**config.mk**
```make
export PLATFORM = sky130hd
export DESIGN_NAME = heartbeat_rx
export DESIGN_NICKNAME = d
export VERILOG_FILES = /design/src/rtl/heartbeat_rx.sv
export SDC_FILE = /design/constraint.sdc
export NUM_CORES = 1
export LEC_CHECK = 0
export ABC_AREA = 1
export CORE_UTILIZATION = 40
export CTS_BUF_LIST = sky130_fd_sc_hd__clkbuf_8 sky130_fd_sc_hd__clkbuf_16
export CTS_CLUSTER_DIAMETER = 150
export DETAILED_ROUTE_END_ITERATION = 10
export SLEW_MARGIN = 20
export SYNTH_ARGS = -nofsm -noshare
export SYNTH_HDL_FRONTEND = slang
export SYNTH_SLANG_ARGS = --single-unit
```
**constraint.sdc**
```tcl
create_clock -name clk -period 3.24 [get_ports clk]
set_input_delay 0.648 -clock clk [delete_from_list [all_inputs] [get_ports clk]]
set_output_delay 0.648 -clock clk [all_outputs]
set_load 0.005 [all_outputs]
```
**src/rtl/heartbeat_rx.sv**
```systemverilog
// Heartbeat receiver: recovers Manchester half-bit phase and byte alignment
// from the transmitter's free-running counter stream. It checks that each byte
// is the previous byte + 1 and presents the accepted bytes while locked.
// Optional feature macro: HEARTBEAT_RX_ERRCNT_EN adds a saturating 8-bit
// err_count output.
module heartbeat_rx #(
  parameter int unsigned PHASE_GOOD = 8,
  parameter int unsigned CONFIRM    = 2
) (
  input  logic       clk,
  input  logic       rst_n,
  input  logic       din,
  output logic [7:0] data,
  output logic       data_valid,
  output logic       locked,
  output logic       err
`ifdef HEARTBEAT_RX_ERRCNT_EN
  ,
  output logic [7:0] err_count
`endif
);

  typedef enum logic [1:0] {StPhase, StHunt, StVerify, StLocked} state_e;

  localparam logic [3:0] PhaseGoodM1 = 4'(PHASE_GOOD - 1);
  localparam logic [2:0] ConfirmM1   = 3'(CONFIRM - 1);

  state_e      state_q;
  logic        prev_q;      // previous sample, i.e. first half of the current pair
  logic        ph_q;        // high on the second half of a pair
  logic [3:0]  good_cnt_q;
  logic [15:0] sr_q;
  logic [4:0]  bit_cnt_q;   // HUNT: bits held (saturates at 16); else bit within byte
  logic [2:0]  conf_cnt_q;
  logic [7:0]  last_q;

  logic        pair_valid;
  logic [15:0] sr_shift;
  logic [7:0]  byte_new;
  logic [7:0]  hunt_hi_inc;
  logic [7:0]  last_inc;

  // Pair decode and byte arithmetic, all 8-bit modulo.
  always_comb begin
    pair_valid  = prev_q ^ din;
    sr_shift    = {sr_q[14:0], prev_q};
    byte_new    = sr_shift[7:0];
    hunt_hi_inc = sr_shift[15:8] + 8'd1;
    last_inc    = last_q + 8'd1;
  end

  // Acquisition / tracking FSM with registered outputs.
  always_ff @(posedge clk or negedge rst_n) begin
    if (!rst_n) begin
      state_q    <= StPhase;
      prev_q     <= 1'b0;
      ph_q       <= 1'b0;
      good_cnt_q <= '0;
      sr_q       <= '0;
      bit_cnt_q  <= '0;
      conf_cnt_q <= '0;
      last_q     <= '0;
      data       <= '0;
      data_valid <= 1'b0;
      locked     <= 1'b0;
      err        <= 1'b0;
    end else begin
      prev_q     <= din;
      ph_q       <= ~ph_q;
      data_valid <= 1'b0;
      err        <= 1'b0;
      if (ph_q) begin
        unique case (state_q)
          StPhase: begin
            if (pair_valid) begin
              if (good_cnt_q == PhaseGoodM1) begin
                state_q    <= StHunt;
                good_cnt_q <= '0;
                sr_q       <= '0;
                bit_cnt_q  <= '0;
              end else begin
                good_cnt_q <= good_cnt_q + 4'd1;
              end
            end else begin
              // Slip: keep ph high so the next pair starts one sample later.
              good_cnt_q <= '0;
              ph_q       <= 1'b1;
            end
          end
          StHunt: begin
            if (!pair_valid) begin
              err        <= 1'b1;
              state_q    <= StPhase;
              good_cnt_q <= '0;
            end else begin
              sr_q <= sr_shift;
              if (bit_cnt_q != 5'd16) bit_cnt_q <= bit_cnt_q + 5'd1;
              if (bit_cnt_q >= 5'd15 && hunt_hi_inc == sr_shift[7:0]) begin
                last_q     <= sr_shift[7:0];
                bit_cnt_q  <= '0;
                conf_cnt_q <= '0;
                state_q    <= StVerify;
              end
            end
          end
          StVerify: begin
            if (!pair_valid) begin
              err        <= 1'b1;
              state_q    <= StPhase;
              good_cnt_q <= '0;
            end else begin
              sr_q <= sr_shift;
              if (bit_cnt_q == 5'd7) begin
                bit_cnt_q <= '0;
                if (byte_new == last_inc) begin
                  last_q     <= byte_new;
                  conf_cnt_q <= conf_cnt_q + 3'd1;
                  if (conf_cnt_q == ConfirmM1) begin
                    state_q <= StLocked;
                    locked  <= 1'b1;
                  end
                end else begin
                  err     <= 1'b1;
                  sr_q    <= '0;
                  state_q <= StHunt;
                end
              end else begin
                bit_cnt_q <= bit_cnt_q + 5'd1;
              end
            end
          end
          StLocked: begin
            if (!pair_valid) begin
              err        <= 1'b1;
              locked     <= 1'b0;
              state_q    <= StPhase;
              good_cnt_q <= '0;
            end else begin
              sr_q <= sr_shift;
              if (bit_cnt_q == 5'd7) begin
                bit_cnt_q <= '0;
                if (byte_new == last_inc) begin
                  last_q     <= byte_new;
                  data       <= byte_new;
                  data_valid <= 1'b1;
                end else begin
                  // Mismatched byte is dropped, not presented.
                  err     <= 1'b1;
                  locked  <= 1'b0;
                  sr_q    <= '0;
                  state_q <= StHunt;
                end
              end else begin
                bit_cnt_q <= bit_cnt_q + 5'd1;
              end
            end
          end
          default: state_q <= StPhase;
        endcase
      end
    end
  end

`ifdef HEARTBEAT_RX_ERRCNT_EN
  // Saturating count of err pulses; cleared only by reset.
  always_ff @(posedge clk or negedge rst_n) begin
    if (!rst_n) begin
      err_count <= '0;
    end else if (err && err_count != 8'hFF) begin
      err_count <= err_count + 8'd1;
    end
  end
`endif

endmodule

```
==> flow_metrics.env, run 1 <==
export IMPL_dp_hpwl_mm=5.074
export IMPL_worst_pin_slew_ns=0.7440
export IMPL_cp_required_ns=3.45
export IMPL_clk_path_buf_depth=2
export IMPL_reg2regPathDepth=12
export IMPL_die_y_um=90.87
export IMPL_post_cts_buffers=0
export IMPL_fin_hold_ws_ns=0.3912
export IMPL_setup_viol=0
export IMPL_yosys_cell_types_count=34
export IMPL_critPathLaunchType="flop"
export IMPL_area_delta_synth_final_pct=9.624
export IMPL_final_common_cell="nand2_1"
export IMPL_cts_root_buf="clkbuf_8"
export IMPL_critPathCaptureType="flop"
export IMPL_p_leak_nw=1.655
export IMPL_clkSinkCount=50
export IMPL_crit_path_end="last_q[4]$_DFFE_PN0P_"
export IMPL_finalHoldViolCount=0
export IMPL_worstSetupPathType="reg -> reg"
export IMPL_clock_latency_ns=0.31
export IMPL_ys_warn_count=0
export IMPL_vdd_ir_drop_max_v=0.0004894
export IMPL_mostFrequentLayoutCells="nand2_1, inv_1, dfrtp_1"
export IMPL_slew_violations=0
export IMPL_port_buffer_count=13
export IMPL_drt_iter0_drc=94
export IMPL_seqCellArea_um2=1251
export IMPL_fin_nets=452
export IMPL_grt_pass1_wl_mm=12.02
export IMPL_htree_levels=2
export IMPL_cp_max_fo=10
export IMPL_rsz0062_at_grt="no"
export IMPL_syn_avg_cell_area_um2=7.364
export IMPL_initial_core_util_pct=41.10
export IMPL_grt_max_degree=32
export IMPL_setup_worst_path_start="sr_q[7]$_DFFE_PN0P_"
export IMPL_synth_area_um2=3159
export IMPL_ff2ff_setup_slack_ns=0.91
export IMPL_hp_class="in -> async"
export IMPL_post_route_cells_drive_above_1_share_pct=11.09
export IMPL_io_pins=14
export IMPL_core_area_um2=7687
export IMPL_fp_dieArea_um2=8257
export IMPL_r2r_start="sr_q[7]$_DFFE_PN0P_"
export IMPL_slew_limit_headroom_pct=50.40
export IMPL_diodes=0
export IMPL_power_density_nw_per_um2=644.7
export IMPL_antenna_found_initial=0
export IMPL_clkTransAtPathRegs_ns=0.10
export IMPL_routedWlPerCell_um=12.69
export IMPL_ys_ff_latch=50
export IMPL_dieWidth_um=90.87
export IMPL_post_route_period_util_pct=72.01
export IMPL_fmax_ghz=0.4286
export IMPL_skew_ns=0.009543
export IMPL_drt_wl_total_mm=6.902
export IMPL_viasPerCell=4.939
export IMPL_cap_violations=0
export IMPL_postCtsResizedCells=0
export IMPL_synth_cells=429
export IMPL_status="completed"
export IMPL_gp_congestion=0.8899
export IMPL_grtUsageTotal_pct=17.86
export IMPL_cts_tree="built"
export IMPL_dr_pass1_iters=4
export IMPL_grt_pass1_vias=2575
export IMPL_cts_buffers=5
export IMPL_tns_ns=0
export IMPL_synth_nets=440
export IMPL_row_count=32
export IMPL_multi_input_area_um2=1629
export IMPL_reg2reg_to="last_q[4]$_DFFE_PN0P_"
export IMPL_crit_arrival_ns=2.54
export IMPL_holdBufCountCts=0
export IMPL_vias=2687
export IMPL_fillers=797
export IMPL_ys_seq_area_share_pct=39.60
export IMPL_drtAntennaViolNets=0
export IMPL_min_period_ns=2.333
export IMPL_overflow=0
export IMPL_drc=0
-- metal layers --
| metal | track usage, % | share of wire (%) |
|---|---|---|
| met3 | 3.030 | 3.2 |
| met1 | 23.38 | 48 |
| met4 | 3.836 | 0.88 |
| met2 | 30.87 | 48 |
| met5 | 0 | 0 |
-- worst min-delay path by stage --
stage	startpoint	to	slack, ns	depth (start not counted)
2_1_floorplan	rst_n	bit_cnt_q[0]$_DFFE_PN0P_	0.35	0
4_1_cts	rst_n	sr_q[7]$_DFFE_PN0P_	0.41	1
3_5_place_dp	locked$_DFFE_PN0P_	locked$_DFFE_PN0P_	0.46	2
6_report	rst_n	sr_q[7]$_DFFE_PN0P_	0.39	1
3_3_place_gp	locked$_DFFE_PN0P_	locked$_DFFE_PN0P_	0.46	2
5_1_grt	rst_n	sr_q[7]$_DFFE_PN0P_	0.43	1
-- synthesized netlist by cell type --
cell type | n | share of area, %
a21oi_1 | 7 | 1.1
xnor2_1 | 4 | 1.1
buf_2 | 4 | 0.63
nand2_2 | 6 | 1.2
mux2i_1 | 1 | 0.32
inv_1 | 54 | 6.4
o21ai_0 | 10 | 1.6
nand3_2 | 1 | 0.32
o22ai_1 | 1 | 0.20
o21ai_4 | 1 | 0.51
o21ai_2 | 13 | 3.6
buf_4 | 3 | 0.71
nand4_1 | 24 | 4.8
inv_2 | 3 | 0.36
nand2_1 | 153 | 18
a32o_1 | 1 | 0.32
nor2_2 | 8 | 1.6
nor2_4 | 1 | 0.36
buf_6 | 2 | 0.71
a211oi_1 | 1 | 0.24
nand4_2 | 1 | 0.40
ha_1 | 8 | 3.2
nand3_4 | 2 | 1.1
nor3_4 | 1 | 0.51
nor2_1 | 25 | 3.0
nand4_4 | 1 | 0.67
nor3_1 | 1 | 0.16
or2_2 | 1 | 0.20
o21bai_1 | 1 | 0.24
xor2_1 | 3 | 0.83
o21ai_1 | 7 | 1.1
nand3_1 | 29 | 4.6
o211ai_1 | 1 | 0.24
dfrtp_1 | 50 | 40
-- worst max-delay path, stage by stage, from the launching register on --
cell and delay, ns:
dfrtp_1 0.58, ha_1 0.35, nand2_1 0.11, nand2_1 0.08, nand2_1 0.05, nand2_1 0.05
nand4_1 0.08, nor2_1 0.13, nand2_2 0.14, o21ai_4 0.32, nand3_4 0.19, nand2_1 0.10
nand2_1 0.05
-- metrics by stage --
step / power [mW] / instances / worst slack, ns / utilization [%] / instance area [um^2]
2_1_floorplan: 1.567 / 429 / 1.361 / - / 3159
5_1_grt: 2.420 / 544 / 0.6404 / 45.05 / 3463
6_report: 2.233 / 544 / 0.9068 / 45.05 / 3463
4_1_cts: 2.257 / 544 / 0.9099 / 45.05 / 3463
3_5_place_dp: 1.794 / 536 / 0.6958 / 43.64 / 3354
3_3_place_gp: 1.777 / 536 / 0.7476 / 43.64 / 3354
-- cells by family after synthesis --
logic type	count (synthesis)	synth area share, %
AND/OR/NAND/NOR	254	36.99
buffers and inverters	66	8.831
flip-flops	50	39.60
AO/OA/AOI/OAI	43	9.149
adder cells (fa/ha/maj)	8	3.168
XOR/XNOR	7	1.941
multiplexers	1	0.3168
-- final cells by class --
cell class,count,area share [%]
clock inverters,3,1.156
flip-flops and latches,50,36.13
multi-input cells,313,47.04
inverters,57,6.178
repair buffers,14,3.829
well taps,102,3.685
clock buffers,5,1.987
-- report_power, final --
part           leakage (nW)  switching, mW  internal [mW]
Sequential            0.682          0.155          0.726
Clock                0.0579          0.223          0.228
Combinational         0.915          0.622          0.279
-- state kept, by name, indices dropped and copies added (netlist names) --
signal,count
prev_q,1
ph_q,1
err,1
last_q,8
data,8
data_valid,1
state_q,2
sr_q,15
locked,1
bit_cnt_q,5
conf_cnt_q,3
good_cnt_q,4
(Power assumes the default switching activity.)
==> run 2, diff against run 1 <==
- clock period: 3.24 -> 2.3 ns (I/O delays scaled with it)
==> run 2 against run 1 <==
Net effect:
- register-to-register slack worse by 0.71 ns
- cell area is 3.9% higher
- first-iteration DRC count rose by 45%
- routed wire length increased by 3.2%
- via count rose by 4.0%
- combinational power is 59% higher
- non-clock buffer count increased by 16
==> flow_metrics.env, run 2 (synthesized netlist as in run 1, its figures left out) <==
export IMPL_tns_ns=0
export IMPL_io_pins=14
export IMPL_cp_common_cell="nand2_1"
export IMPL_status="completed"
export IMPL_htree_levels=2
export IMPL_clkSinkCount=50
export IMPL_grt_max_degree=23
export IMPL_critPathLaunchType="flop"
export IMPL_cp_top_family="simple AND/OR/NAND/NOR gates"
export IMPL_slew_violations=0
export IMPL_routedWlPerCell_um=12.71
export IMPL_setup_viol=0
export IMPL_cp_required_ns=2.50
export IMPL_port_buffer_count=13
export IMPL_gp_congestion=0.7745
export IMPL_final_common_cell="nand2_1"
export IMPL_top_register="sr_q"
export IMPL_critPathCaptureType="flop"
export IMPL_drc=0
export IMPL_postLayoutCoreUtil_pct=46.79
export IMPL_viasPerCell=4.991
export IMPL_mostFrequentLayoutCells="nand2_1, inv_1, dfrtp_1"
export IMPL_reg2regPathDepth=14
export IMPL_clkTransAtPathRegs_ns=0.09
export IMPL_largest_register_ffs=15
export IMPL_crit_arrival_ns=2.30
export IMPL_clk_path_buf_depth=2
export IMPL_vias=2795
export IMPL_fmax_ghz=0.4757
export IMPL_crit_chain="ha_1 -> nand2_1 -> nor2_1 -> ha_1 -> nor2_1 -> nand2_1 -> nand4_1 -> nor2_1 -> nand2_2 -> nand3_1 -> nand2_1 -> inv_2 -> nand3_1 -> nand2_1"
export IMPL_pre_cts_ws_ns=0.02983
export IMPL_clock_latency_ns=0.31
export IMPL_holdBufCountCts=0
export IMPL_placed_area_um2=3437
export IMPL_max_stage_delay_ns=0.41
export IMPL_cts_root_buf="clkbuf_8"
export IMPL_die_y_um=90.87
export IMPL_grtUsageTotal_pct=18.39
export IMPL_reg2reg_to="bit_cnt_q[3]$_DFFE_PN0P_"
export IMPL_post_route_period_util_pct=91.40
export IMPL_power_density_nw_per_um2=905.3
export IMPL_hp_class="in -> async"
export IMPL_min_period_ns=2.102
export IMPL_vdd_ir_drop_max_v=0.0004864
export IMPL_diodes=0
export IMPL_dr_pass1_iters=4
export IMPL_cts_buffers=5
export IMPL_post_route_cells_drive_above_1_share_pct=14.19
export IMPL_placed_cells=547
export IMPL_finalPower_mw=3.256
export IMPL_slew_limit_headroom_pct=63.59
export IMPL_antenna_found_initial=0
export IMPL_cts_tree="built"
export IMPL_cap_violations=0
export IMPL_slowest_stage="dfrtp_1"
export IMPL_worst_pin_slew_ns=0.5404
export IMPL_fin_hold_ws_ns=0.1084
export IMPL_grt_pass1_wl_mm=12.25
export IMPL_reg_top3="sr_q x15, data x8, last_q x8"
export IMPL_skew_ns=0.006358
export IMPL_r2r_start="bit_cnt_q[0]$_DFFE_PN0P_"
export IMPL_p_leak_nw=1.745
export IMPL_rsz0062_at_grt="no"
export IMPL_cp_max_fo=7
export IMPL_drt_wl_total_mm=7.120
export IMPL_fin_area_um2=3597
export IMPL_worstSetupPathType="reg -> reg"
export IMPL_core_area_um2=7687
export IMPL_ff2ff_setup_slack_ns=0.20
export IMPL_fp_dieArea_um2=8257
export IMPL_row_count=32
export IMPL_drtAntennaViolNets=0
export IMPL_dp_hpwl_mm=5.268
export IMPL_finalHoldViolCount=0
export IMPL_dieWidth_um=90.87
export IMPL_drt_iter0_drc=136
export IMPL_fin_nets=468
export IMPL_overflow=0
export IMPL_final_cells=560
export IMPL_fin_ws_ns=0.1978
export IMPL_grt_pass1_vias=2601
export IMPL_area_delta_synth_final_pct=13.86
export IMPL_initial_core_util_pct=41.10
export IMPL_cp_buffers_inverters=1
-- run 2: cell count changes in the layout (fill, tap and decap cells not counted), sizes merged --
cell | before | now
buf | 2 | 18
clkinv | 2 | 0
inv | 57 | 59
-- run 2: repair_timing --
item / CTS / global route
gates resized for setup: 0 / 2
setup buffers: 0 / 5
endpoints found under the setup margin: 0 / 10
-- run 2: power breakdown --
group	total, mW	switching, mW	leakage, nW	internal [mW]
Combinational	1.43	0.943	1.00	0.484
Sequential	1.21	0.190	0.682	1.02
Clock	0.617	0.300	0.0607	0.317
-- run 2: worst max-delay path by stage --
stage	start	end	slack [ns]	depth (start not counted)
2_1_floorplan	bit_cnt_q[0]$_DFFE_PN0P_	last_q[2]$_DFFE_PN0P_	0.42	13
3_3_place_gp	din	last_q[0]$_DFFE_PN0P_	0.06	9
3_5_place_dp	din	last_q[7]$_DFFE_PN0P_	0.03	9
4_1_cts	bit_cnt_q[0]$_DFFE_PN0P_	bit_cnt_q[3]$_DFFE_PN0P_	0.15	14
5_1_grt	last_q[1]$_DFFE_PN0P_	sr_q[14]$_DFFE_PN0P_	0.001	9
6_report	bit_cnt_q[0]$_DFFE_PN0P_	bit_cnt_q[3]$_DFFE_PN0P_	0.20	14
-- run 2: cell type report --
type | instances | area [um^2]
clock buffer | 5 | 68.82
sequential | 50 | 1251
timing repair buffer | 30 | 265.3
tap | 102 | 127.6
multi-input combinational | 313 | 1633
fill | 788 | 4090
inverter | 57 | 214.0
clock inverter | 3 | 37.54
-- run 2: routing by layer --
layer	share of wire (%)	vias up	track usage, %
li1	-	1435	-
met1	46	1288	23.71
met2	49	61	31.82
met3	3.0	11	2.609
met4	1.5	0	5.688
met5	0	-	0
